$ cat src/rtl/jtdsp16_pc_seq_if.sv
`default_nettype none
// +----------------------------------------------------------------------------+
// | Module      : jtdsp16_pc_seq_if                                            |
// | Description : Decoder <-> program sequencer bundle. The decoder side       |
// |               (master) drives clock enable, jump/call/return controls,     |
// |               IRQ request and do-loop set-up. The sequencer side (slave)   |
// |               returns the fetch address and sequencer status.              |
// | Revision    : 1.0 - initial release                                        |
// +----------------------------------------------------------------------------+
interface jtdsp16_pc_seq_if #(
    parameter int unsigned AW     = 16,
    parameter int unsigned CNTW   = 11,
    parameter int unsigned LDEPTH = 2
) ();
    localparam int unsigned c_lw = $clog2(LDEPTH + 1);

    // decoder controls
    logic            cen;
    logic            goto;
    logic            call;
    logic            ret;
    logic            iret;
    logic [AW-1:0]   target;
    logic            irq_req;
    logic            do_start;
    logic [AW-1:0]   do_len;
    logic [CNTW-1:0] do_cnt;

    // sequencer status
    logic [AW-1:0]   rom_addr;
    logic [AW-1:0]   pr_out;
    logic [AW-1:0]   pi_out;
    logic            in_irq;
    logic            irq_ack;
    logic [c_lw-1:0] loop_lvl;
    logic            ovf_err;

    modport master (
        output cen, goto, call, ret, iret, target, irq_req, do_start, do_len, do_cnt,
        input  rom_addr, pr_out, pi_out, in_irq, irq_ack, loop_lvl, ovf_err
    );

    modport slave (
        input  cen, goto, call, ret, iret, target, irq_req, do_start, do_len, do_cnt,
        output rom_addr, pr_out, pi_out, in_irq, irq_ack, loop_lvl, ovf_err
    );
endinterface
`default_nettype wire

$ cat src/rtl/jtdsp16_pc_seq.sv
`default_nettype none
// +----------------------------------------------------------------------------+
// | Module      : jtdsp16_pc_seq                                               |
// | Description : Program sequencer. Produces one ROM fetch address per cen    |
// |               cycle from jumps, calls, returns, IRQ entry/exit and nested  |
// |               hardware do-loops. All outputs are registered.               |
// |               Build option: define JTDSP16_CALL_STACK_EN to turn the       |
// |               single return register into an RDEPTH-entry return stack.    |
// | Revision    : 1.0 - initial release                                        |
// +----------------------------------------------------------------------------+
module jtdsp16_pc_seq #(
    parameter int unsigned AW     = 16,
    parameter int unsigned LDEPTH = 2,
    parameter int unsigned CNTW   = 11,
    parameter int unsigned IRQVEC = 1,
    parameter int unsigned RDEPTH = 4
) (
    input  logic            clk,
    input  logic            rst,
    jtdsp16_pc_seq_if.slave bus
);
    localparam int unsigned     c_lw      = $clog2(LDEPTH + 1);
    localparam logic [AW-1:0]   c_irq_vec = AW'(IRQVEC);
    localparam logic [c_lw-1:0] c_lfull   = c_lw'(LDEPTH);
    localparam logic [CNTW-1:0] c_cnt_one = CNTW'(1);

    // core program state
    logic [AW-1:0]   r_pc;
    logic [AW-1:0]   r_pi;
    logic            r_in_irq;
    logic            r_irq_ack;
    logic            r_ovf;

    // loop stack, entry 0 is the innermost (active) loop
    logic [c_lw-1:0] r_lvl;
    logic [AW-1:0]   r_lp_end  [LDEPTH];
    logic [AW-1:0]   r_lp_head [LDEPTH];
    logic [CNTW-1:0] r_lp_cnt  [LDEPTH];

    // return address storage view
    logic [AW-1:0]   w_pr_top;
    logic            w_rs_full;
    logic            w_rs_empty;

    // per-cycle decisions
    logic [AW-1:0]   w_pc_inc;
    logic [AW-1:0]   w_pc_nxt;
    logic            w_jump;
    logic            w_lp_match;
    logic            w_take;
    logic            w_lp_push;
    logic            w_lp_pop;
    logic            w_lp_dec;
    logic            w_rs_push;
    logic            w_rs_pop;
    logic            w_leave_irq;
    logic            w_set_err;
    logic [CNTW-1:0] w_new_cnt;

    assign w_pc_inc   = r_pc + 1'b1;
    assign w_jump     = bus.goto | bus.call | bus.ret | bus.iret;
    assign w_lp_match = (r_lvl != '0) && (r_pc == r_lp_end[0]);
    // a zero iteration count still runs the body once
    assign w_new_cnt  = (bus.do_cnt == '0) ? c_cnt_one : bus.do_cnt;

    // Priority chain: IRQ entry, then jumps (goto>call>ret>iret), then loop set-up, then loop end-match
    always_comb begin
        w_pc_nxt    = w_pc_inc;
        w_take      = 1'b0;
        w_lp_push   = 1'b0;
        w_lp_pop    = 1'b0;
        w_lp_dec    = 1'b0;
        w_rs_push   = 1'b0;
        w_rs_pop    = 1'b0;
        w_leave_irq = 1'b0;
        w_set_err   = 1'b0;
        if (bus.irq_req && !r_in_irq && (r_lvl == '0) && !w_jump) begin
            w_take   = 1'b1;
            w_pc_nxt = c_irq_vec;
        end else if (bus.goto) begin
            w_pc_nxt = bus.target;
        end else if (bus.call) begin
            w_pc_nxt  = bus.target;
            w_rs_push = 1'b1;
            w_set_err = w_rs_full;
        end else if (bus.ret) begin
            w_pc_nxt  = w_pr_top;
            w_rs_pop  = 1'b1;
            w_set_err = w_rs_empty;
        end else if (bus.iret) begin
            w_pc_nxt    = r_pi;
            w_leave_irq = 1'b1;
            w_set_err   = !r_in_irq;
        end else if (bus.do_start) begin
            if (bus.do_len != '0) begin
                if (r_lvl == c_lfull) begin
                    w_set_err = 1'b1;
                end else begin
                    w_lp_push = 1'b1;
                end
            end
        end else if (w_lp_match) begin
            if (r_lp_cnt[0] > c_cnt_one) begin
                w_pc_nxt = r_lp_head[0];
                w_lp_dec = 1'b1;
            end else begin
                w_lp_pop = 1'b1;
            end
        end
    end

    // Program counter, IRQ context and sticky error register
    always_ff @(posedge clk) begin
        if (rst) begin
            r_pc      <= '0;
            r_pi      <= '0;
            r_in_irq  <= 1'b0;
            r_irq_ack <= 1'b0;
            r_ovf     <= 1'b0;
        end else if (bus.cen) begin
            r_pc      <= w_pc_nxt;
            r_irq_ack <= w_take;
            if (w_take) begin
                r_pi     <= r_pc;
                r_in_irq <= 1'b1;
            end else if (w_leave_irq) begin
                r_in_irq <= 1'b0;
            end
            if (w_set_err) begin
                r_ovf <= 1'b1;
            end
        end
    end

    // Loop stack: push shifts entries deeper, pop shifts them back up
    always_ff @(posedge clk) begin
        if (rst) begin
            r_lvl <= '0;
            for (int i = 0; i < int'(LDEPTH); i++) begin
                r_lp_end[i]  <= '0;
                r_lp_head[i] <= '0;
                r_lp_cnt[i]  <= '0;
            end
        end else if (bus.cen) begin
            if (w_lp_push) begin
                for (int i = int'(LDEPTH) - 1; i > 0; i--) begin
                    r_lp_end[i]  <= r_lp_end[i-1];
                    r_lp_head[i] <= r_lp_head[i-1];
                    r_lp_cnt[i]  <= r_lp_cnt[i-1];
                end
                r_lp_end[0]  <= r_pc + bus.do_len;
                r_lp_head[0] <= w_pc_inc;
                r_lp_cnt[0]  <= w_new_cnt;
                r_lvl        <= r_lvl + 1'b1;
            end else if (w_lp_pop) begin
                for (int i = 0; i < int'(LDEPTH) - 1; i++) begin
                    r_lp_end[i]  <= r_lp_end[i+1];
                    r_lp_head[i] <= r_lp_head[i+1];
                    r_lp_cnt[i]  <= r_lp_cnt[i+1];
                end
                r_lp_end[LDEPTH-1]  <= '0;
                r_lp_head[LDEPTH-1] <= '0;
                r_lp_cnt[LDEPTH-1]  <= '0;
                r_lvl               <= r_lvl - 1'b1;
            end else if (w_lp_dec) begin
                r_lp_cnt[0] <= r_lp_cnt[0] - 1'b1;
            end
        end
    end

`ifdef JTDSP16_CALL_STACK_EN
    localparam int unsigned     c_rw    = $clog2(RDEPTH + 1);
    localparam logic [c_rw-1:0] c_rfull = c_rw'(RDEPTH);

    logic [AW-1:0]   r_rs [RDEPTH];
    logic [c_rw-1:0] r_rs_cnt;

    // Unused entries are kept at zero, so popping an empty stack yields 0
    assign w_pr_top   = r_rs[0];
    assign w_rs_full  = (r_rs_cnt == c_rfull);
    assign w_rs_empty = (r_rs_cnt == '0);

    // Return stack: a push when full drops the oldest entry off the bottom
    always_ff @(posedge clk) begin
        if (rst) begin
            r_rs_cnt <= '0;
            for (int i = 0; i < int'(RDEPTH); i++) begin
                r_rs[i] <= '0;
            end
        end else if (bus.cen) begin
            if (w_rs_push) begin
                for (int i = int'(RDEPTH) - 1; i > 0; i--) begin
                    r_rs[i] <= r_rs[i-1];
                end
                r_rs[0] <= w_pc_inc;
                if (!w_rs_full) begin
                    r_rs_cnt <= r_rs_cnt + 1'b1;
                end
            end else if (w_rs_pop) begin
                for (int i = 0; i < int'(RDEPTH) - 1; i++) begin
                    r_rs[i] <= r_rs[i+1];
                end
                r_rs[RDEPTH-1] <= '0;
                if (!w_rs_empty) begin
                    r_rs_cnt <= r_rs_cnt - 1'b1;
                end
            end
        end
    end
`else
    logic [AW-1:0] r_pr;
    logic          w_unused_cfg;

    // Single return register: ret reads it without consuming it
    assign w_pr_top     = r_pr;
    assign w_rs_full    = 1'b0;
    assign w_rs_empty   = 1'b0;
    assign w_unused_cfg = ^{RDEPTH, w_rs_pop};

    // Return register: overwritten by every call
    always_ff @(posedge clk) begin
        if (rst) begin
            r_pr <= '0;
        end else if (bus.cen && w_rs_push) begin
            r_pr <= w_pc_inc;
        end
    end
`endif

    assign bus.rom_addr = r_pc;
    assign bus.pr_out   = w_pr_top;
    assign bus.pi_out   = r_pi;
    assign bus.in_irq   = r_in_irq;
    assign bus.irq_ack  = r_irq_ack;
    assign bus.loop_lvl = r_lvl;
    assign bus.ovf_err  = r_ovf;
endmodule
`default_nettype wire

$ cat src/flat_wrapper.sv
// flat-port wrapper written by rule: the top's interface ports become plain ports
module jtdsp16_pc_seq_flat 
#(
    parameter int unsigned AW     = 16,
    parameter int unsigned LDEPTH = 2,
    parameter int unsigned CNTW   = 11,
    parameter int unsigned IRQVEC = 1,
    parameter int unsigned RDEPTH = 4
)
  (clk, rst, bus_cen, bus_goto, bus_call, bus_ret, bus_iret, bus_target, bus_irq_req, bus_do_start, bus_do_len, bus_do_cnt, bus_rom_addr, bus_pr_out, bus_pi_out, bus_in_irq, bus_irq_ack, bus_loop_lvl, bus_ovf_err);
  jtdsp16_pc_seq_if #(.AW(AW), .CNTW(CNTW), .LDEPTH(LDEPTH)) bus_i ();
  input  logic clk;
  input  logic rst;
  input wire logic [$bits(bus_i.cen)-1:0] bus_cen;
  input wire logic [$bits(bus_i.goto)-1:0] bus_goto;
  input wire logic [$bits(bus_i.call)-1:0] bus_call;
  input wire logic [$bits(bus_i.ret)-1:0] bus_ret;
  input wire logic [$bits(bus_i.iret)-1:0] bus_iret;
  input wire logic [$bits(bus_i.target)-1:0] bus_target;
  input wire logic [$bits(bus_i.irq_req)-1:0] bus_irq_req;
  input wire logic [$bits(bus_i.do_start)-1:0] bus_do_start;
  input wire logic [$bits(bus_i.do_len)-1:0] bus_do_len;
  input wire logic [$bits(bus_i.do_cnt)-1:0] bus_do_cnt;
  output wire logic [$bits(bus_i.rom_addr)-1:0] bus_rom_addr;
  output wire logic [$bits(bus_i.pr_out)-1:0] bus_pr_out;
  output wire logic [$bits(bus_i.pi_out)-1:0] bus_pi_out;
  output wire logic [$bits(bus_i.in_irq)-1:0] bus_in_irq;
  output wire logic [$bits(bus_i.irq_ack)-1:0] bus_irq_ack;
  output wire logic [$bits(bus_i.loop_lvl)-1:0] bus_loop_lvl;
  output wire logic [$bits(bus_i.ovf_err)-1:0] bus_ovf_err;
  assign bus_i.cen = bus_cen;
  assign bus_i.goto = bus_goto;
  assign bus_i.call = bus_call;
  assign bus_i.ret = bus_ret;
  assign bus_i.iret = bus_iret;
  assign bus_i.target = bus_target;
  assign bus_i.irq_req = bus_irq_req;
  assign bus_i.do_start = bus_do_start;
  assign bus_i.do_len = bus_do_len;
  assign bus_i.do_cnt = bus_do_cnt;
  assign bus_rom_addr = bus_i.rom_addr;
  assign bus_pr_out = bus_i.pr_out;
  assign bus_pi_out = bus_i.pi_out;
  assign bus_in_irq = bus_i.in_irq;
  assign bus_irq_ack = bus_i.irq_ack;
  assign bus_loop_lvl = bus_i.loop_lvl;
  assign bus_ovf_err = bus_i.ovf_err;
  jtdsp16_pc_seq #(.AW(AW), .LDEPTH(LDEPTH), .CNTW(CNTW), .IRQVEC(IRQVEC), .RDEPTH(RDEPTH)) u_core (.clk(clk), .rst(rst), .bus(bus_i));
endmodule
$ cat config.mk
export PLATFORM = sky130hd
export DESIGN_NAME = jtdsp16_pc_seq_flat
export DESIGN_NICKNAME = d
export VERILOG_FILES = /design/src/rtl/jtdsp16_pc_seq_if.sv /design/src/rtl/jtdsp16_pc_seq.sv /design/src/flat_wrapper.sv
export SDC_FILE = /design/constraint.sdc
export NUM_CORES = 1
export LEC_CHECK = 0
export CAP_MARGIN = 20
export CORE_MARGIN = 2
export CORE_UTILIZATION = 51
export DETAILED_ROUTE_END_ITERATION = 16
export PLACE_DENSITY_LB_ADDON = 0.2
export SLEW_MARGIN = 20
export SYNTH_ARGS = -nofsm -noshare
export SYNTH_HDL_FRONTEND = slang
export SYNTH_SLANG_ARGS = --single-unit
$ cat constraint.sdc
create_clock -name clk -period 4.2 [get_ports clk]
set_clock_uncertainty 0.2 [all_clocks]
set_input_delay 0.63 -clock clk [delete_from_list [all_inputs] [get_ports clk]]
set_output_delay 0.63 -clock clk [all_outputs]
set_load 0.1 [all_outputs]
==> results by group <==
Global routing
  – Antenna violations before repair: 0
  – First-pass GRT wire length: 35.4 mm
  – Global Route Usage Sum: 0.286
  – Pin count of the biggest net entering global routing: 65
  – Remaining global-route overflow: 0
  – Vias in the first global route: 6486

Setup path
  – Origin of the critical flop-to-flop path: u_core.bus.rom_addr[6]$_SDFFE_PP0P_
  – CP startpoint: u_core.bus.rom_addr[6]$_SDFFE_PP0P_
  – Crit path cell chain: xnor2_1 > nand4_1 > or4_1 > or4_1 > nor2_8 > a22o_1
  – Worst setup path class: reg2reg
  – Worst setup SP type: flop
  – Crit path max-delay family: simple AND/OR/NAND/NOR gates
  – Reg-to-reg endpoint: u_core.r_lp_end[0][13]$_DFFE_PP_
  – R2r worst-path depth: 6
  – Endpoint class of the critical path: flop
  – Most used cell, CP: or4_1
  – Reg2reg setup slack: 0.62 ns
  – Slowest-stage cell, CP: or4_1
  – Critical path data arrival time: 3.67 ns
  – CP peak stage delay: 0.83 ns
  – CP max FO: 32
  – Worst Path Required: 4.29 ns
  – Crit path buf inv count: 0

STA
  – Worst-Margin Slew: 1.01 ns
  – Slew headroom: 0.325
  – RSZ-0062 raised after global routing: no
  – Final cycle utilization of the critical path: 0.852
  – Final Critical Period: 3.58 ns
  – Total negative slack: 0 ns
  – Final hold vios: 0
  – Final setup viols: 0
  – Slew Viols, Final: 0
  – Fmax: 0.280 GHz

Synth
  – Yosys cell types: 65
  – Avg Synthesized Cell Area: 10.0 sq um
  – Register area share after synthesis: 0.472
  – Gate Count Post-Synth: 771
  – Area contributors post-synth: edfxtp_1 (33%), dfxtp_1 (14%), nor2_1 (4.4%)
  – Area leader, netlist: edfxtp_1
  – Post-Syn Nets: 842
  – Synth Cell Area: 7720 sq um
  – Top FF cell, synth: edfxtp_1
  – Yosys reg bits: 139
  – Ys async rst share: 0
  – Number of synthesized flops with an enable pin: 86
  – Ys Warns: 0
  – Synth top area share: 0.334

Run status
  – Status: finished clean

Pwr
  – Gate power share: 0.156
  – Internal Power: 2.65 mW
  – NetSw: 979 uW
  – Sw frac: 0.270
  – Max IR drop VDD: 0.000308 V
  – PD cells: 380 nW/um^2
  – Sequential group share of total power: 0.423
  – Clock power frac: 0.421
  – P_leak: 3.67 nW

Clock tree
  – Reg clk slew, reported paths: 0.06 ns
  – Bufs on Longest Clock Path: 2
  – Number of gates resized after CTS: 0
  – CTS H-tree lvls: 4
  – Clk_lat worst skew: 0.42 ns
  – Post-CTS setup buffers: 0
  – CTS Hold Bufs: 0
  – Sink Count: 139
  – CTS Buf Count: 17
  – Clock root cell: clkbuf_16
  – TritonCTS clock tree: done

Routing
  – First-pass detailed-route iteration total: 5
  – Vias/cell: 6.26
  – Routed WL: 22.9 mm
  – DRC: 0
  – DRT iter0 DRCs: 640
  – Average wire per standard cell: 21.4 um
  – Vias: 6682
  – Post-route ant nets: 0

Final layout
  – Nets: 942
  – Layout cells sized above 1: 0.0882
  – Commonest cells after routing, fill and taps aside: clkdlybuf4s50_1 (103), nor2_1 (89), edfxtp_1 (86)
  – Post-layout util: 0.652
  – Commonest non-fill, non-tap cell in the layout: clkdlybuf4s50_1
  – Area grow syn2layout: 23.7%
  – Ant. Diodes: 0

Floorplan
  – Core ar.: 14600 sq um
  – Initial Utilization: 0.527
  – Die H: 127 um
  – Full die area: 16100 sq um
  – # rows: 44
  – IO Pins: 105
  – Chip width: 127 um

Min path
  – HP Start: u_core.bus.ovf_err$_SDFFE_PP0P_
  – Hold path depth: 2
  – Hold crit path type: reg2reg
  – WHS Endpoint: u_core.bus.ovf_err$_SDFFE_PP0P_

Placement
  – Post-DP HPWL: 16.3 mm
  – PortBufs: 104
  – Final GP Congestion: 0.911

Flow run
  – MaxCap Viol Count: 0
==> cell usage after synthesis (all sizes together) (2+ instances only) <==
library cell  count
and4              3
a21o              3
mux2              7
a211o             4
xnor2            25
a21oi            59
clkbuf           39
dfxtp            53
nor2b            14
a22o             17
a221o             9
inv              21
o211ai            7
or4               4
nand3            13
and3              2
or3               4
nand2            36
or2               5
nand4             7
ha               18
nor2             92
o21ai            17
o21a              2
nor4             15
buf              16
a211oi           20
nor3              9
a31oi            14
o21bai            2
o2bb2ai          14
a311oi            5
nor4b             2
nand3b            8
o22ai             2
mux2i            24
edfxtp           86
and2             37
nand2b            3
a2bb2oi          10
xor2             27
o31ai             4
==> worst max-delay path by stage <==
stage | to | depth (start not counted) | slack [ns]
after floorplan | u_core.r_lp_cnt[1][0]$_SDFFCE_PP0P_ | 8 | 0.002
after global placement | u_core.r_lp_end[0][14]$_DFFE_PP_ | 7 | 0.45
after detailed placement | u_core.r_lp_end[0][6]$_DFFE_PP_ | 7 | 0.40
after CTS | u_core.r_lp_end[0][6]$_DFFE_PP_ | 6 | 0.67
after global routing | u_core.r_lp_end[0][13]$_DFFE_PP_ | 6 | 0.48
final | u_core.r_lp_end[0][13]$_DFFE_PP_ | 6 | 0.62
==> registers in the layout, indices dropped and copies added (netlist names) <==
register             flops
u_core.bus.loop_lvl      2
u_core.bus.ovf_err       1
u_core.r_lp_head        32
u_core.r_lp_end         32
u_core.bus.in_irq        1
u_core.bus.pr_out       16
u_core.bus.irq_ack       1
u_core.r_lp_cnt         22
u_core.bus.rom_addr     16
u_core.bus.pi_out       16
==> final cells by class <==
class / instances / area (sq um)
timing repair buffer: 136 / 1290
tap: 184 / 230
multi-input combinational: 556 / 3720
clock buffer: 24 / 472
clock inverter: 8 / 116
sequential: 139 / 3640
fill: 1157 / 5090
inverter: 21 / 78.8
==> kinds of logic (layout without fill, tap and decap cells) <==
logic type | count (synthesis) | in the layout | synth area share
buffers and inverters | 76 | 189 | 0.0462
xor gates and xnor gates | 52 | 52 | 0.0600
adders and majority gates | 19 | 19 | 0.0318
AOI/OAI and AO/OA | 199 | 199 | 0.179
muxes | 31 | 31 | 0.0413
DFF | 139 | 139 | 0.472
and+or+nand+nor | 255 | 255 | 0.170
==> per-stage QoR <==
step | cells | hold WS (ns) | power (mW) | setup slack [ns] | instance area, sq um
6_report | 1068 | 0.274 | 3.63 | 0.623 | 9550
5_1_grt | 1068 | 0.309 | 3.72 | 0.479 | 9550
4_1_cts | 1068 | 0.280 | 3.63 | 0.669 | 9550
3_5_place_dp | 1036 | 0.268 | 2.12 | 0.405 | 8970
3_3_place_gp | 1036 | 0.255 | 2.11 | 0.448 | 8970
2_1_floorplan | 771 | 0.303 | 1.92 | 0.00212 | 7720
==> tightest hold or removal path, cell delays in order (launching register included) <==
cell     delay [ns]
dfxtp_1        0.33
a31oi_1        0.04
nor2_1         0.07
==> per-layer routing <==
layer,up-vias,part of all wire,global-route usage
met5,-,0,0
met4,0,0.027,0.120
met3,46,0.080,0.0578
met2,362,0.48,0.455
met1,3220,0.41,0.385
li1,3054,-,-
==> power by group through the flow <==
stage                     registers, mW  clock network (mW)  logic [mW]
after floorplan                    1.68                   0       0.239
after global placement             1.56                   0       0.551
after detailed placement           1.56                   0       0.555
after CTS                          1.54                1.53       0.558
after global routing               1.54                1.58       0.597
final                              1.54                1.53       0.565
Note: power is estimated with default switching activity, not from simulation.
